[config.mk]
export PLATFORM = sky130hd
export DESIGN_NAME = ines_loader_flat
export DESIGN_NICKNAME = d
export VERILOG_FILES = /design/src/rtl/ines_loader_if.sv /design/src/rtl/ines_loader.sv /design/src/flat_wrapper.sv
export SDC_FILE = /design/constraint.sdc
export NUM_CORES = 1
export LEC_CHECK = 0
export ABC_AREA = 1
export CORE_ASPECT_RATIO = 0.9
export CORE_MARGIN = 4
export CORE_UTILIZATION = 40
export DETAILED_ROUTE_END_ITERATION = 12
export DONT_BUFFER_PORTS = 1
export SLEW_MARGIN = 20
export SYNTH_ARGS = -nofsm -noshare
export SYNTH_HDL_FRONTEND = slang
export SYNTH_SLANG_ARGS = --single-unit
[constraint.sdc]
create_clock -name clk -period 7.45 [get_ports clk]
set_clock_uncertainty 0.2 [all_clocks]
set_input_delay 1.8625 -clock clk [delete_from_list [all_inputs] [get_ports clk]]
set_output_delay 1.8625 -clock clk [all_outputs]
set_load 0.05 [all_outputs]
[src/rtl/ines_loader_if.sv]
// ines_loader_if: iNES byte stream plus PRG/CHR BRAM port-B write bus.
// master = loader side; slave = stream source and BRAM side.
interface ines_loader_if;
   logic [7:0]  s_data;
   logic        s_valid;
   logic        s_ready;
   logic [31:0] BRAM_PRG_addr;
   logic [31:0] BRAM_PRG_dout;
   logic        BRAM_PRG_en;
   logic [3:0]  BRAM_PRG_we;
   logic [31:0] BRAM_CHR_addr;
   logic [31:0] BRAM_CHR_dout;
   logic        BRAM_CHR_en;
   logic [3:0]  BRAM_CHR_we;

   modport master (
      input  s_data, s_valid,
      output s_ready,
      output BRAM_PRG_addr, BRAM_PRG_dout, BRAM_PRG_en, BRAM_PRG_we,
      output BRAM_CHR_addr, BRAM_CHR_dout, BRAM_CHR_en, BRAM_CHR_we
   );

   modport slave (
      output s_data, s_valid,
      input  s_ready,
      input  BRAM_PRG_addr, BRAM_PRG_dout, BRAM_PRG_en, BRAM_PRG_we,
      input  BRAM_CHR_addr, BRAM_CHR_dout, BRAM_CHR_en, BRAM_CHR_we
   );
endinterface

[src/rtl/ines_loader.sv]
// ines_loader: parses an iNES header from a byte stream and packs PRG/CHR
// data into 32-bit BRAM writes; emits mapper_config and address masks.
// Ports: clk, rst_n (async low), start, bus (ines_loader_if.master: stream
// in, PRG/CHR BRAM writes out), mapper_config, PRG_mask, CHR_mask,
// PRGRAM_mask, done, error.
// Option: define INES_MAGIC_CHECK_EN to require "NES\x1A" in bytes 0..3.
module ines_loader #(
   parameter int PRG_AW = 15,
   parameter int CHR_AW = 13
) (
   input  logic          clk,
   input  logic          rst_n,
   input  logic          start,
   ines_loader_if.master bus,
   output logic [31:0]   mapper_config,
   output logic [31:0]   PRG_mask,
   output logic [31:0]   CHR_mask,
   output logic [31:0]   PRGRAM_mask,
   output logic          done,
   output logic          error
);

   typedef enum logic [2:0] {
      S_IDLE, S_HDR, S_TRAIN, S_PRG, S_CHR, S_DONE, S_ERR
   } state_t;

   localparam logic [31:0] PRG_MAX = 32'd1 << PRG_AW;
   localparam logic [31:0] CHR_MAX = 32'd1 << CHR_AW;

   // Round n up to a power of two, minus one (n > 0).
   function automatic logic [31:0] pow2_mask(input logic [31:0] n);
      logic [31:0] m;
      m = n - 32'd1;
      m = m | (m >> 1);
      m = m | (m >> 2);
      m = m | (m >> 4);
      m = m | (m >> 8);
      m = m | (m >> 16);
      return m;
   endfunction

   state_t      state_q, state_d;
   logic [31:0] cnt_q, cnt_d;
   logic [23:0] pack_q, pack_d;
   logic [7:0]  b4_q, b4_d, b5_q, b5_d;
   logic [7:0]  b6_q, b6_d, b8_q, b8_d;
   logic [3:0]  b7_q, b7_d;
   logic [31:0] prg_q, prg_d, chr_q, chr_d;
   logic [31:0] cfg_q, cfg_d, pm_q, pm_d;
   logic [31:0] cm_q, cm_d, rm_q, rm_d;
   logic        rdy_q, rdy_d, done_q, done_d;
   logic        err_q, err_d;
   logic        pen_q, pen_d, cen_q, cen_d;
   logic [31:0] pa_q, pa_d, pd_q, pd_d;
   logic [31:0] ca_q, ca_d, cd_q, cd_d;

   logic        hs;
   logic        bad;
   logic        last;
   logic [31:0] prg_n, chr_n, ram_n, word;
`ifdef INES_MAGIC_CHECK_EN
   logic        magic_q, magic_d, magic_hit;
   logic [7:0]  magic_exp;
`endif

   always_comb begin
      state_d = state_q;
      cnt_d   = cnt_q;
      pack_d  = pack_q;
      b4_d    = b4_q;
      b5_d    = b5_q;
      b6_d    = b6_q;
      b7_d    = b7_q;
      b8_d    = b8_q;
      prg_d   = prg_q;
      chr_d   = chr_q;
      cfg_d   = cfg_q;
      pm_d    = pm_q;
      cm_d    = cm_q;
      rm_d    = rm_q;
      pen_d   = 1'b0;
      cen_d   = 1'b0;
      pa_d    = pa_q;
      pd_d    = pd_q;
      ca_d    = ca_q;
      cd_d    = cd_q;
      hs      = bus.s_valid & rdy_q;
      word    = {bus.s_data, pack_q};
      prg_n   = {10'd0, b4_q, 14'd0};
      chr_n   = {11'd0, b5_q, 13'd0};
      ram_n   = (b8_q == 8'd0) ? 32'h2000 : {11'd0, b8_q, 13'd0};
      bad     = (b4_q == 8'd0) || (prg_n > PRG_MAX) || (chr_n > CHR_MAX);
      last    = 1'b0;
`ifdef INES_MAGIC_CHECK_EN
      magic_d   = magic_q;
      magic_hit = 1'b0;
      unique case (cnt_q[1:0])
         2'd0: magic_exp = 8'h4E;
         2'd1: magic_exp = 8'h45;
         2'd2: magic_exp = 8'h53;
         2'd3: magic_exp = 8'h1A;
         default: magic_exp = 8'h00;
      endcase
`endif

      unique case (state_q)
         S_IDLE, S_DONE, S_ERR: begin
            if (start) begin
               state_d = S_HDR;
               cnt_d   = 32'd0;
               pack_d  = 24'd0;
`ifdef INES_MAGIC_CHECK_EN
               magic_d = 1'b1;
`endif
            end
         end
         S_HDR: begin
            if (hs) begin
               cnt_d = cnt_q + 32'd1;
               unique case (cnt_q[3:0])
                  4'd4:    b4_d = bus.s_data;
                  4'd5:    b5_d = bus.s_data;
                  4'd6:    b6_d = bus.s_data;
                  4'd7:    b7_d = bus.s_data[7:4];
                  4'd8:    b8_d = bus.s_data;
                  default: ;
               endcase
               // Bytes 4..8 are all latched by the 16th byte.
               if (cnt_q[3:0] == 4'd15) begin
                  cnt_d = 32'd0;
                  prg_d = prg_n;
                  chr_d = chr_n;
                  cfg_d = {16'd0, b7_q, b6_q[7:4], 3'd0,
                           (b5_q == 8'd0), b6_q[3:0]};
                  pm_d  = pow2_mask(prg_n);
                  cm_d  = (chr_n == 32'd0) ? 32'h1FFF : chr_n - 32'd1;
                  rm_d  = pow2_mask(ram_n);
                  if (bad)
                     state_d = S_ERR;
                  else if (b6_q[2])
                     state_d = S_TRAIN;
                  else
                     state_d = S_PRG;
               end
`ifdef INES_MAGIC_CHECK_EN
               if (cnt_q < 32'd4) begin
                  magic_hit = magic_q && (bus.s_data == magic_exp);
                  magic_d   = magic_hit;
                  if (cnt_q[1:0] == 2'd3 && !magic_hit)
                     state_d = S_ERR;
               end
`endif
            end
         end
         S_TRAIN: begin
            if (hs) begin
               cnt_d = cnt_q + 32'd1;
               if (cnt_q == 32'd511) begin
                  cnt_d   = 32'd0;
                  state_d = S_PRG;
               end
            end
         end
         S_PRG, S_CHR: begin
            if (hs) begin
               cnt_d = cnt_q + 32'd1;
               unique case (cnt_q[1:0])
                  2'd0: pack_d[7:0]   = bus.s_data;
                  2'd1: pack_d[15:8]  = bus.s_data;
                  2'd2: pack_d[23:16] = bus.s_data;
                  2'd3: begin
                     if (state_q == S_PRG) begin
                        pen_d = 1'b1;
                        pa_d  = {cnt_q[31:2], 2'b00};
                        pd_d  = word;
                     end else begin
                        cen_d = 1'b1;
                        ca_d  = {cnt_q[31:2], 2'b00};
                        cd_d  = word;
                     end
                  end
                  default: ;
               endcase
               if (state_q == S_PRG)
                  last = (cnt_q == prg_q - 32'd1);
               else
                  last = (cnt_q == chr_q - 32'd1);
               if (last) begin
                  cnt_d = 32'd0;
                  if (state_q == S_PRG && chr_q != 32'd0)
                     state_d = S_CHR;
                  else
                     state_d = S_DONE;
               end
            end
         end
         default: state_d = S_IDLE;
      endcase

      rdy_d  = (state_d == S_HDR) || (state_d == S_TRAIN) ||
               (state_d == S_PRG) || (state_d == S_CHR);
      done_d = (state_d == S_DONE);
      err_d  = (state_d == S_ERR);
   end

   always_ff @(posedge clk or negedge rst_n) begin
      if (!rst_n) begin
         state_q <= S_IDLE;
         cnt_q   <= '0;
         pack_q  <= '0;
         b4_q    <= '0;
         b5_q    <= '0;
         b6_q    <= '0;
         b7_q    <= '0;
         b8_q    <= '0;
         prg_q   <= '0;
         chr_q   <= '0;
         cfg_q   <= '0;
         pm_q    <= '0;
         cm_q    <= '0;
         rm_q    <= '0;
         rdy_q   <= 1'b0;
         done_q  <= 1'b0;
         err_q   <= 1'b0;
         pen_q   <= 1'b0;
         cen_q   <= 1'b0;
         pa_q    <= '0;
         pd_q    <= '0;
         ca_q    <= '0;
         cd_q    <= '0;
`ifdef INES_MAGIC_CHECK_EN
         magic_q <= 1'b0;
`endif
      end else begin
         state_q <= state_d;
         cnt_q   <= cnt_d;
         pack_q  <= pack_d;
         b4_q    <= b4_d;
         b5_q    <= b5_d;
         b6_q    <= b6_d;
         b7_q    <= b7_d;
         b8_q    <= b8_d;
         prg_q   <= prg_d;
         chr_q   <= chr_d;
         cfg_q   <= cfg_d;
         pm_q    <= pm_d;
         cm_q    <= cm_d;
         rm_q    <= rm_d;
         rdy_q   <= rdy_d;
         done_q  <= done_d;
         err_q   <= err_d;
         pen_q   <= pen_d;
         cen_q   <= cen_d;
         pa_q    <= pa_d;
         pd_q    <= pd_d;
         ca_q    <= ca_d;
         cd_q    <= cd_d;
`ifdef INES_MAGIC_CHECK_EN
         magic_q <= magic_d;
`endif
      end
   end

   assign bus.s_ready       = rdy_q;
   assign bus.BRAM_PRG_addr = pa_q;
   assign bus.BRAM_PRG_dout = pd_q;
   assign bus.BRAM_PRG_en   = pen_q;
   assign bus.BRAM_PRG_we   = {4{pen_q}};
   assign bus.BRAM_CHR_addr = ca_q;
   assign bus.BRAM_CHR_dout = cd_q;
   assign bus.BRAM_CHR_en   = cen_q;
   assign bus.BRAM_CHR_we   = {4{cen_q}};
   assign mapper_config     = cfg_q;
   assign PRG_mask          = pm_q;
   assign CHR_mask          = cm_q;
   assign PRGRAM_mask       = rm_q;
   assign done              = done_q;
   assign error             = err_q;

endmodule
[src/flat_wrapper.sv]
// flat-port wrapper written by rule: the top's interface ports become plain ports
module ines_loader_flat 
#(
   parameter int PRG_AW = 15,
   parameter int CHR_AW = 13
)
  (clk, rst_n, start, mapper_config, PRG_mask, CHR_mask, PRGRAM_mask, done, error, bus_s_data, bus_s_valid, bus_s_ready, bus_BRAM_PRG_addr, bus_BRAM_PRG_dout, bus_BRAM_PRG_en, bus_BRAM_PRG_we, bus_BRAM_CHR_addr, bus_BRAM_CHR_dout, bus_BRAM_CHR_en, bus_BRAM_CHR_we);
  ines_loader_if bus_i ();
  input  logic clk;
  input  logic rst_n;
  input  logic start;
  output logic [31:0] mapper_config;
  output logic [31:0] PRG_mask;
  output logic [31:0] CHR_mask;
  output logic [31:0] PRGRAM_mask;
  output logic done;
  output logic error;
  input wire logic [$bits(bus_i.s_data)-1:0] bus_s_data;
  input wire logic [$bits(bus_i.s_valid)-1:0] bus_s_valid;
  output wire logic [$bits(bus_i.s_ready)-1:0] bus_s_ready;
  output wire logic [$bits(bus_i.BRAM_PRG_addr)-1:0] bus_BRAM_PRG_addr;
  output wire logic [$bits(bus_i.BRAM_PRG_dout)-1:0] bus_BRAM_PRG_dout;
  output wire logic [$bits(bus_i.BRAM_PRG_en)-1:0] bus_BRAM_PRG_en;
  output wire logic [$bits(bus_i.BRAM_PRG_we)-1:0] bus_BRAM_PRG_we;
  output wire logic [$bits(bus_i.BRAM_CHR_addr)-1:0] bus_BRAM_CHR_addr;
  output wire logic [$bits(bus_i.BRAM_CHR_dout)-1:0] bus_BRAM_CHR_dout;
  output wire logic [$bits(bus_i.BRAM_CHR_en)-1:0] bus_BRAM_CHR_en;
  output wire logic [$bits(bus_i.BRAM_CHR_we)-1:0] bus_BRAM_CHR_we;
  assign bus_i.s_data = bus_s_data;
  assign bus_i.s_valid = bus_s_valid;
  assign bus_s_ready = bus_i.s_ready;
  assign bus_BRAM_PRG_addr = bus_i.BRAM_PRG_addr;
  assign bus_BRAM_PRG_dout = bus_i.BRAM_PRG_dout;
  assign bus_BRAM_PRG_en = bus_i.BRAM_PRG_en;
  assign bus_BRAM_PRG_we = bus_i.BRAM_PRG_we;
  assign bus_BRAM_CHR_addr = bus_i.BRAM_CHR_addr;
  assign bus_BRAM_CHR_dout = bus_i.BRAM_CHR_dout;
  assign bus_BRAM_CHR_en = bus_i.BRAM_CHR_en;
  assign bus_BRAM_CHR_we = bus_i.BRAM_CHR_we;
  ines_loader #(.PRG_AW(PRG_AW), .CHR_AW(CHR_AW)) u_core (.clk(clk), .rst_n(rst_n), .start(start), .bus(bus_i), .mapper_config(mapper_config), .PRG_mask(PRG_mask), .CHR_mask(CHR_mask), .PRGRAM_mask(PRGRAM_mask), .done(done), .error(error));
endmodule
==> impl_metrics.csv <==
group,metric,value,unit
run_status,outcome,"finished clean",
sta,tns,0,ps
global_route,grt_max_degree,292,
clock_tree,cts_tree,"yes",
clock_tree,cts_resized,0,
floorplanning,die_y,183,um
clock_tree,cts_max_level,1,
synthesis,synthSimpleGateAreaFrac,20.1,%
synthesis,synth_flop_cell,"dfrtp_1",
global_route,grt_pass1_wl,54100,um
placed_design,dp_slack,2960,ps
routing,drt_wl_total,33600,um
sta,hold_ws,274,ps
placed_design,dp_hpwl,23500,um
critical_path,arrival,2600,ps
clock_tree,root_buffer,"clkbuf_16",
critical_path,crit_fanout,22,
finish,drive_above_1_share,7.71,%
critical_path,crit_buf_inv,2,
sta,worstMarginPinSlew,1080,ps
clock_tree,post_cts_buffers,0,
synthesis,synthTopCellsByArea,"dfrtp_1 (53%), nand2_1 (9.9%), o21ai_0 (5.7%)",
synthesis,syn_inst,1572,
critical_path,cpMaxStageDelayCell,"buf_12",
synthesis,synth_top_area_cell,"dfrtp_1",
floorplanning,core_area,33300,um2
floorplanning,placementRows,63,
sta,fin_ws,2790,ps
critical_path,crit_path_start_kind,"register",
routing,dr.max_layer_used,"met4",
critical_path,crit_chain,"buf_12 > buf_16",
floorplanning,dieArea,37100,um2
sta,slew_violations,0,
sta,rsz0062_at_grt,"no",
min_path,worstHoldPathType,"reg2reg",
routing,post_drt_wl_per_cell,17.0,um
finish,final_nets,1524,
synthesis,synth_top_family_by_area,"simple AND/OR/NAND/NOR gates",
sta,fmax,214,MHz
finish,multiInputGateArea,4980,um2
clock_tree,cts_hold_buffers,0,
synthesis,synth.ff_latch_count,291,
synthesis,synth_area,13600,um2
job,maxCapViolations,0,
synthesis,yosysMostFrequentCell,"nand2_1",
critical_path,end_kind,"output pin",
sta,finalCritPeriodShare,62.6,%
clock_tree,cts_inserted_buffers,30,
placed_design,port_buffers,0,
routing,via_per_inst,4.94,
global_route,overflow,0,
finish,fill_cells,3303,
synthesis,synth_top_area_share,53.4,%
routing,drc,0,
floorplanning,start_util,41.0,%
global_route,track_usage,17.8,%
sta,slew_headroom,28.6,%
synthesis,synth_cell_types,46,
clock_tree,insertion_delay,570,ps
placed_design,gp_congestion,0.894,
routing,antenna_left,0,
power,p_leak,6.99,nW
critical_path,worstSetupPathType,"reg2out",
clock_tree,clk_pin_slew,60,ps
sta,period_needed,4660,ps
routing,wl_met3,2690,um
sta,setup_violations,0,
synthesis,synth_xor_xnor_area_share,2.57,%
routing,dr_wl_met2,15100,um
finish,area_growth,6.87,%
routing,firstDrtPassIters,6,
finish,regArea,7300,um2
synthesis,synth-seq-area-share,53.4,%
routing,num_vias,9746,
clock_tree,clk_path_buf_depth,3,
synthesis,synth_warnings,0,
synthesis,synth_mux_area_share,0,%
synthesis,ys_async_sr_fraction,100,%
floorplanning,ioPinCount,281,
global_route,grt_pass1_vias,9610,
critical_path,cp_data_required_time,5390,ps
floorplanning,die_w,203,um
power,ir_worst_vdd,0.000170,V
routing,drt-initial-drc-count,624,
finish,antenna_cells,0,
synthesis,synth-compound-area-share,11.8,%
synthesis,synth-edff-count,0,
synthesis,synth_commonest_cells,"nand2_1 (361), dfrtp_1 (291), nor2_1 (179)",
synthesis,yosys.area_share.adder,1.38,%
critical_path,path_delay_family,"buffers and inverters",
sta,finalHoldViolCount,0,
power,power.density,258,nW/um2
clock_tree,cts.sinks,291,
global_route,antenna_found_initial,0,
synthesis,postSynthAreaPerCell,8.67,um2
critical_path,slowest_delay,930,ps
routing,wirelength_met1,15300,um
==> report_power, final <==
part	internal [mW]	leakage (nW)	total, mW	switching, mW
registers	1.67	3.93	1.74	0.0775
logic	0.148	2.57	0.478	0.331
clock network	0.903	0.493	1.53	0.630
==> state kept, by name, indices dropped and copies added, names as in the netlist, 3 cells and up <==
register	count
u_core.b5_q	8
u_core.bus.BRAM_PRG_addr	30
u_core.b6_q	8
u_core.bus.BRAM_CHR_dout	32
u_core.PRG_mask	9
u_core.b8_q	8
u_core.bus.BRAM_CHR_addr	30
u_core.state_q	3
u_core.mapper_config	13
u_core.cnt_q	32
u_core.PRGRAM_mask	20
u_core.b7_q	4
u_core.CHR_mask	9
u_core.chr_q	8
u_core.prg_q	8
u_core.bus.BRAM_PRG_dout	32
u_core.b4_q	8
u_core.pack_q	24
==> layout by cell type (no fill, tap or decap), drive strengths merged <==
master,instances
a211o,1
a21boi,1
a21oi,75
a221oi,1
a31oi,3
and2,2
buf,13
bufinv,3
clkbuf,42
clkinv,10
clkinvlp,1
conb,23
dfrtp,291
ha,15
inv,139
nand2,366
nand3,54
nand3b,3
nand4,23
nor2,186
nor3,16
nor4,5
o211ai,1
o21a,1
o21ai,168
o21bai,1
o22ai,29
o31ai,1
or2,3
xnor2,4
xor2,36
==> stage by stage <==
stage / instance area (um2) / util (%) / cells / total power [mW]
2_1_floorplan: 13700 / - / 1594 / 2.14
4_1_cts: 14500 / 43.7 / 1971 / 3.80
3_3_place_gp: 13500 / 40.7 / 1919 / 2.24
5_1_grt: 14600 / 43.8 / 1972 / 3.94
3_5_place_dp: 13500 / 40.7 / 1919 / 2.25
6_report: 14600 / 43.8 / 1972 / 3.75
==> area by class of cell <==
type | instances | area share (%)
Clock buffer | 42 | 5.87
Clock inverter | 10 | 1.05
Inverter | 143 | 3.70
Multi-Input combinational cell | 1018 | 34.2
Sequential cell | 291 | 50.1
Tap cell | 455 | 3.91
Timing Repair Buffer | 13 | 1.19
==> metal layers <==
metal / vias up / global-route usage, %
li1: 4765 / -
met1: 4676 / 24.9
met2: 259 / 28.1
met3: 46 / 5.68
met4: 0 / 2.96
met5: - / 0
==> worst register-to-register path, cell delays in order (launching register included) <==
cell      delay [ps]
dfrtp_1          590
nand2_1          290
nor2_1           100
nand2_2           60
buf_4            520
clkinv_1         550
buf_4            390
o21ai_1          350
nand2_1          110
==> kinds of logic (layout without fill, tap and decap cells) <==
kind of cell             after synthesis  count (layout)
AND/OR/NAND/NOR                      658             658
buffers and inverters                285             208
adder cells (fa/ha/maj)               15              15
flip-flops                           291             291
AO/OA/AOI/OAI                        282             282
other                                  1              23
XOR/XNOR                              40              40
==> final timing paths <==
check | start | end | slack [ps] | cells past startpoint
setup / recovery | u_core.PRGRAM_mask[12]$_DFFE_PN0P_ | CHR_mask[2] | 2790 | 2
max in group asynchronous | rst_n | u_core.cnt_q[1]$_DFFE_PN0P_ | 5800 | 0
hold reg to reg | u_core.b6_q[7]$_DFFE_PN0P_ | u_core.mapper_config[11]$_DFFE_PN0P_ | 270 | 2
min in group asynchronous | rst_n | u_core.bus.BRAM_PRG_dout[25]$_DFFE_PN0P_ | 800 | 0
setup reg to reg | u_core.bus.s_ready$_DFF_PN0_ | u_core.PRGRAM_mask[25]$_DFFE_PN0P_ | 4130 | 8
hold / removal | u_core.b6_q[7]$_DFFE_PN0P_ | u_core.mapper_config[11]$_DFFE_PN0P_ | 270 | 2
No activity file was read; power rests on OpenSTA's default activity.
